<file path="src/rtl/bitplane_popcount_mac.sv">
// Bit-serial dot-product accumulator. It popcounts each incoming bit-plane and then
// shift-accumulates P planes MSB-first into a signed result behind a valid/ready output register.
module bitplane_popcount_mac #(
  parameter int M          = 64,
  parameter int P          = 8,
  parameter bit SIGNED_MSB = 1'b1,
  localparam int PC_W      = $clog2(M) + 1,
  localparam int ACC_W     = $clog2(M) + P + 1,
  localparam int IDX_W     = $clog2(P)
) (
  input  logic             clk,
  input  logic             rst,
  input  logic             in_valid,
  output logic             in_ready,
  input  logic [M-1:0]     in_bits,
  output logic             out_valid,
  input  logic             out_ready,
  output logic [ACC_W-1:0] out_data,
  output logic [IDX_W-1:0] plane_idx
);

  logic                    stall;
  logic [PC_W-1:0]         pc_comb;
  logic                    s1_valid;
  logic [PC_W-1:0]         s1_pc;
  logic signed [ACC_W-1:0] acc;
  logic signed [ACC_W-1:0] pc_ext;
  logic signed [ACC_W-1:0] term;
  logic signed [ACC_W-1:0] acc_next;
  logic                    last_plane;
  logic                    step;
  logic                    load;

  assign stall    = out_valid & ~out_ready;
  assign in_ready = ~stall;

  always_comb begin
    pc_comb = '0;
    for (int i = 0; i < M; i++) begin
      pc_comb = pc_comb + PC_W'(in_bits[i]);
    end
  end

  always_ff @(posedge clk) begin
    if (rst) begin
      s1_valid <= 1'b0;
      s1_pc    <= '0;
    end else if (!stall) begin
      s1_valid <= in_valid;
      if (in_valid) begin
        s1_pc <= pc_comb;
      end
    end
  end

  // The MSB plane carries weight -2^(P-1) in two's complement.
  always_comb begin
    pc_ext     = $signed({{(ACC_W-PC_W){1'b0}}, s1_pc});
    term       = (SIGNED_MSB && (plane_idx == '0)) ? -pc_ext : pc_ext;
    acc_next   = (acc <<< 1) + term;
    last_plane = (plane_idx == IDX_W'(P - 1));
    step       = ~stall & s1_valid;
    load       = step & last_plane;
  end

  always_ff @(posedge clk) begin
    if (rst) begin
      acc       <= '0;
      plane_idx <= '0;
      out_data  <= '0;
      out_valid <= 1'b0;
    end else begin
      if (step) begin
        if (last_plane) begin
          out_data  <= acc_next;
          acc       <= '0;
          plane_idx <= '0;
        end else begin
          acc       <= acc_next;
          plane_idx <= plane_idx + IDX_W'(1);
        end
      end
      if (load) begin
        out_valid <= 1'b1;
      end else if (out_valid && out_ready) begin
        out_valid <= 1'b0;
      end
    end
  end

endmodule
</file>
<file path="config.mk">
export PLATFORM = sky130hd
export DESIGN_NAME = bitplane_popcount_mac
export DESIGN_NICKNAME = d
export VERILOG_FILES = /design/src/rtl/bitplane_popcount_mac.sv
export SDC_FILE = /design/constraint.sdc
export NUM_CORES = 1
export LEC_CHECK = 0
export CORE_MARGIN = 1
export CORE_UTILIZATION = 55
export CTS_CLUSTER_SIZE = 10
export DETAILED_ROUTE_END_ITERATION = 10
export DONT_BUFFER_PORTS = 1
export PLACE_DENSITY = 0.7
export SETUP_SLACK_MARGIN = 0.3
export SLEW_MARGIN = 20
export SYNTH_ARGS = -nofsm -noshare
export SYNTH_HDL_FRONTEND = slang
export SYNTH_SLANG_ARGS = --single-unit
</file>
<file path="constraint.sdc">
create_clock -name clk -period 8.7 [get_ports clk]
set_clock_uncertainty 0.05 [all_clocks]
set_input_delay 2.175 -clock clk [delete_from_list [all_inputs] [get_ports clk]]
set_output_delay 2.175 -clock clk [all_outputs]
set_load 0.02 [all_outputs]
</file>
==> results.ini, run 1 <==
[drt]
first_pass_iters=4
post-route-drc-count=0
drt-total-wl_mm=8.451
vias_per_cell=5.523
antenna_left=0
avgRoutedWirePerCell_um=14.60
drt_iter0_drc=126
num_vias=3198

[cts]
post_cts_buffers=0
cts_root_buf=clkbuf_8
cts_resized=0
htreeDepth=2
cts_hold_buf=0
cts_tree=yes
clockBufferDepth=2
cts-buffers-inserted=5
cts_sinks=41
clkLatencyLatePin_ns=0.30
cts.clk_slew.worst_paths_ns=0.08

[logic_synthesis]
postSynth.asyncResetShare_pct=0
avgSynthCellArea_um2=8.534
synth.cell_area_um2=4182
yosysWarnings=0
synth_fp_nets=646
syn_inst=490
synth_enable_flop_cells=0
synth_ff_type=dfxtp_1
ys_seq_area_share_pct=19.63
synth_cell_types=53
ys_ff_latch=41

[grt]
grt_pass1_wl_mm=13.61
grt.total_usage_pct=22.51
grt_antenna_before_repair=0
grt_overflow=0
grt_max_degree=42
grt_pass1_vias=3105

[timing]
report.final.slew_viol_count=0
max_freq_mhz=132.8
fin_crit_ns=7.532
rsz0062_at_grt=no
setup_violations=0
worst_slew_pin_slew_ns=0.8174
setup_tns_ns=0
post-route-period-util_pct=86.57
hold_viol_final=0
max_slew_margin_pct=45.36

[placement]
gp_congestion=0.8690
numPortBuffers=0
post-place-cells=571
dp_hpwl_mm=6.828

[critical_path]
cp.required_ns=8.81
cp-start-kind=input pin
criticalPathCategory=input pin to flip-flop
crit_path_top_delay_cell=fa_1
cpPeakStageDelay_ns=0.54
cp_max_fo=2
cp-end-kind=flip-flop
crit_chain=inv_1 > fa_1 > inv_1 > fa_1 > fa_1 > inv_1 > fa_1 > inv_1 > fa_1 > fa_1 > fa_1 > inv_1 > fa_1 > inv_1 > fa_1 > a21o_1 > a21oi_1 > nor2b_1 > o21ai_0 > a221oi_1
ff2ff_path_depth=11
crit_arrival_ns=7.65
cp_common_cell=fa_1

[die]
fp.dieH_um=89.20
dieArea_um2=7956
io_pins=88
rows=31
start_util_pct=57.34
die_x_um=89.20
core_um2=7292

[finish]
regArea_um2=820.8
instances_no_fill=579
antenna_cells=0
syn2layout_area_growth_pct=4.429
drive_above_1_share_pct=2.917
finalNetCount=635
multi_input_area_um2=2898
n_fill_cell=672

[hold_path]
hold_class=flip-flop to flip-flop
holdPathStages=2

[outcome]
status=finished clean

[flow_run]
drv_cap=0

placed cells by master, fill, tap and decap left out, types with 3 or more instances in the layout:
cell      instances
a211oi_1          3
a21o_1            6
a21oi_1          38
and2_1            3
and3_1            3
clkbuf_8          5
dfxtp_1          41
fa_1             55
ha_1             33
inv_1           104
nand2_1          41
nand2b_1          3
nand3_1          15
nand4_1           6
nor2_1           26
nor3_1           13
nor3b_1           4
o21ai_0          12
or3_1             8
or4_1             4
xnor2_1           6
xor2_1            8
per-layer routing:
metal	vias to the layer above	GRT usage, %	wire length, µm
met3	11	3.693	476
met5	-	0	0
met2	99	42.26	4344
met4	0	5.339	99
li1	1567	-	-
met1	1521	26.84	3531
metrics by stage:
| stage | cell area (µm²) | hold WS [ns] | worst slack [ns] | util [%] |
|---|---|---|---|---|
| global route | 4367 | 0.4261 | 0.9286 | 59.88 |
| detailed placement | 4233 | 0.4022 | 0.8361 | 58.05 |
| global placement | 4233 | 0.3982 | 0.8886 | 58.05 |
| floorplan | 4182 | 0.3838 | 0.9857 | - |
| finish | 4367 | 0.4111 | 1.168 | 59.88 |
| CTS | 4367 | 0.4135 | 1.148 | 59.88 |
final cells by class:
type	count	area share (%)
flip-flops and latches	41	18.80
inverters	104	8.940
clock inverters	3	1.490
clock buffers	5	1.576
multi-input cells	327	66.36
well taps	99	2.837
flip-flops by register name, indices dropped and copies added, names as in the netlist:
signal,count
acc,14
plane_idx,3
out_valid,1
out_data,15
s1_pc,7
s1_valid,1
cell families after synthesis:
logic type	share of synthesized area (%)
flops	19.63
simple gates	16.31
compound gates	13.32
buf+inv	11.07
fa+ha+maj	36.21
xor+xnor	2.932
mux	0.5386
worst paths after layout:
kind	from	endpoint	slack, ns
worst max register to register	plane_idx[0]$_SDFFE_PP0P_	acc[9]$_SDFFE_PP0P_	5.19
worst min register to register	acc[11]$_SDFFE_PP0P_	acc[11]$_SDFFE_PP0P_	0.41
worst min-delay path	acc[11]$_SDFFE_PP0P_	acc[11]$_SDFFE_PP0P_	0.41
worst max-delay path	in_bits[35]	s1_pc[6]$_SDFFE_PP0P_	1.17
cells in the mapped netlist, types with 4 or more instances:
cell        n  share of area [%]
nor3_1     13                1.6
fa_1       55                 26
a21oi_1    38                4.5
or3_1       8                1.2
xnor2_1     6                1.3
or4_1       4               0.72
nor2_1     26                2.3
nand2_1    41                3.7
inv_1     104                9.3
clkbuf_1   13                1.2
nand4_1     6               0.90
dfxtp_1    41                 20
a21o_1      6                1.1
buf_2       4               0.48
o21ai_0    12                1.4
nor3b_1     4               0.72
xor2_1      8                1.7
ha_1       33                9.9
nand3_1    15                1.8
critical path: cells and delay by family:
family | cells | cell delay [ns]
adder cells (fa/ha/maj) | 9 | 4.47
AO/OA/AOI/OAI | 4 | 0.61
buffers and inverters | 6 | 0.31
AND/OR/NAND/NOR | 1 | 0.07
Power of run 1 is not shown: default switching activity piles up to over one toggle a cycle in this logic, so the estimate is an artifact.
==> run 2: changes to the inputs <==
--- a/config.mk
+++ b/config.mk
@@ -5,9 +5,10 @@
 export SDC_FILE = /design/constraint.sdc
 export NUM_CORES = 1
 export LEC_CHECK = 0
+export CAP_MARGIN = 0
 export CORE_MARGIN = 1
 export CORE_UTILIZATION = 55
-export CTS_CLUSTER_SIZE = 10
+export CTS_CLUSTER_SIZE = 12
 export DETAILED_ROUTE_END_ITERATION = 10
 export DONT_BUFFER_PORTS = 1
 export PLACE_DENSITY = 0.7
@@ -16,3 +17,4 @@
 export SYNTH_ARGS = -nofsm -noshare
 export SYNTH_HDL_FRONTEND = slang
 export SYNTH_SLANG_ARGS = --single-unit
+export TNS_END_PERCENT = 10
==> results of run 2 <==
Final layout, timing and power as in run 1 (identical DEF).
Power of run 2 is left out for the same reason.
==> run 3: changes to the inputs <==
--- a/config.mk
+++ b/config.mk
@@ -6,8 +6,9 @@
 export NUM_CORES = 1
 export LEC_CHECK = 0
 export CAP_MARGIN = 0
-export CORE_MARGIN = 1
+export CORE_MARGIN = 3
 export CORE_UTILIZATION = 55
+export CTS_BUF_LIST = sky130_fd_sc_hd__clkbuf_16
 export CTS_CLUSTER_SIZE = 12
 export DETAILED_ROUTE_END_ITERATION = 10
 export DONT_BUFFER_PORTS = 1
==> results.ini, run 3 (synthesized netlist as in run 1, its figures left out) <==
[critical_path]
cp_top_family=adder cells  ; unchanged
cp-end-kind=flip-flop  ; unchanged
cp_max_fo=2  ; unchanged
criticalPathCategory=input pin to flip-flop  ; unchanged
crit_path_top_delay_cell=fa_1  ; unchanged
crit_buf_inv=6  ; unchanged
cpPeakStageDelay_ns=0.56  ; was 0.54 ns
cp_common_cell=fa_1  ; unchanged
cp-start-kind=input pin  ; unchanged
r2r-start=plane_idx[0]$_SDFFE_PP0P_  ; unchanged
cp.required_ns=8.80  ; was 8.81 ns
crit_chain=inv_1 > fa_1 > inv_1 > fa_1 > fa_1 > inv_1 > fa_1 > inv_1 > fa_1 > fa_1 > fa_1 > inv_1 > fa_1 > inv_1 > fa_1 > a21o_1 > a21oi_1 > nor2b_1 > o21ai_0 > a221oi_1  ; unchanged
crit_arrival_ns=7.73  ; was 7.65 ns
crit_start=in_bits[35]  ; unchanged

[finish]
finalNetCount=635  ; unchanged
antenna_cells=0  ; unchanged
multi_input_area_um2=2898  ; unchanged
reg.largest.list=out_data: 15 flops, acc: 14 flops, s1_pc: 7 flops  ; unchanged
drive_above_1_share_pct=2.708  ; was 2.917%
largest-register=out_data  ; unchanged
syn2layout_area_growth_pct=4.548  ; was 4.429%
n_fill_cell=657  ; was 672
final_cell_mix=inv_1 (105), fa_1 (55), nand2_1 (41), dfxtp_1 (41), a21oi_1 (38)  ; was inv_1 (104), fa_1 (55), nand2_1 (41), dfxtp_1 (41), a21oi_1 (38)
layout_commonest_cell=inv_1  ; unchanged
regArea_um2=820.8  ; unchanged
largest_reg_flops=15  ; unchanged

[grt]
grt_pass1_vias=3203  ; was 3105
grt_pass1_wl_mm=14.15  ; was 13.61 mm
met3_usage_pct=3.781  ; was 3.693%
grt_max_degree=42  ; unchanged
busiest_layer=met2  ; unchanged
grt_overflow=0  ; unchanged
grt.met1_usage_pct=25.23  ; was 26.84%
use_met2_pct=36.41  ; was 42.26%
grt.total_usage_pct=20.19  ; was 22.51%
grt_antenna_before_repair=0  ; unchanged

[timing]
setup_tns_ns=0  ; unchanged
post-route-period-util_pct=87.73  ; was 86.57%
max_freq_mhz=131.0  ; was 132.8 MHz
max_slew_margin_pct=44.99  ; was 45.36%
report.final.slew_viol_count=0  ; unchanged
fin_crit_ns=7.632  ; was 7.532 ns
hold_viol_final=0  ; unchanged
setup_violations=0  ; unchanged
rsz0062_at_grt=no  ; unchanged
worst_slew_pin_slew_ns=0.8228  ; was 0.8174 ns

[outcome]
status=finished clean  ; unchanged

[placement]
dp_hpwl_mm=6.843  ; was 6.828 mm
numPortBuffers=0  ; unchanged
gp_congestion=0.8862  ; was 0.8690

[cts]
cts.clk_slew.worst_paths_ns=0.06  ; was 0.08 ns
cts_tree=yes  ; unchanged
clockBufferDepth=2  ; unchanged
cts-buffers-inserted=5  ; unchanged
cts_sinks=41  ; unchanged
cts_root_buf=clkbuf_16  ; was clkbuf_8
cts_hold_buf=0  ; unchanged
clkLatencyLatePin_ns=0.28  ; was 0.30 ns
cts_resized=0  ; unchanged
htreeDepth=2  ; unchanged
post_cts_buffers=0  ; unchanged

[drt]
drt-total-wl_mm=8.389  ; was 8.451 mm
drt_iter0_drc=136  ; was 126
antenna_left=0  ; unchanged
first_pass_iters=4  ; unchanged
num_vias=3210  ; was 3198
post-route-drc-count=0  ; unchanged
vias_per_cell=5.544  ; was 5.523
avgRoutedWirePerCell_um=14.49  ; was 14.60 µm

[die]
fp.dieH_um=93.20  ; was 89.20 µm
core_um2=7331  ; was 7292 µm²
rows=31  ; unchanged
start_util_pct=57.04  ; was 57.34%
io_pins=88  ; unchanged
die_x_um=93.20  ; was 89.20 µm
dieArea_um2=8685  ; was 7956 µm²

[hold_path]
hold_class=flip-flop to flip-flop  ; unchanged
hold_start=acc[11]$_SDFFE_PP0P_  ; unchanged

[flow_run]
drv_cap=0  ; unchanged

[run 3: cell type report]
class | instances | area share (%)
inverters | 104 | 8.930
clock inverters | 3 | 0.3148
clock buffers | 5 | 2.862
flip-flops and latches | 41 | 18.78
well taps | 99 | 2.833
multi-input cells | 327 | 66.29
[run 3: final timing paths]
| kind | to | slack (ns) | depth (start not counted) |
|---|---|---|---|
| max reg2reg | acc[9]$_SDFFE_PP0P_ | 5.22 | 11 |
| min reg2reg | acc[11]$_SDFFE_PP0P_ | 0.42 | 2 |
| max | s1_pc[6]$_SDFFE_PP0P_ | 1.07 | 20 |
| min | acc[11]$_SDFFE_PP0P_ | 0.42 | 2 |
[run 3: stage by stage]
stage	worst slack (ns)	utilization, %	instances	cell area [µm²]	hold WS, ns
2_1_floorplan	0.9857	-	490	4182	0.3838
3_3_place_gp	0.8749	57.74	571	4233	0.3977
3_5_place_dp	0.7151	57.74	571	4233	0.4067
4_1_cts	1.028	59.63	579	4372	0.4178
5_1_grt	0.8145	59.63	579	4372	0.4499
6_report	1.068	59.63	579	4372	0.4198
[run 3: worst register-to-register path: cells and delay by family, from the launching register on]
family                     cells  cell delay [ns]
and+or+nand+nor                1             0.32
muxes                          1             0.39
AOI/OAI and AO/OA              4             1.00
xor gates and xnor gates       1             0.15
buffers and inverters          1             0.08
adders and majority gates      3             0.87
DFF                            1             0.51
[run 3: metal layers]
layer | up-vias | share of wire (%)
li1 | 1568 | -
met1 | 1542 | 42
met2 | 92 | 51
met3 | 8 | 6.1
met4 | 0 | 0.97
met5 | - | 0
Power of run 3 is left out for the same reason.
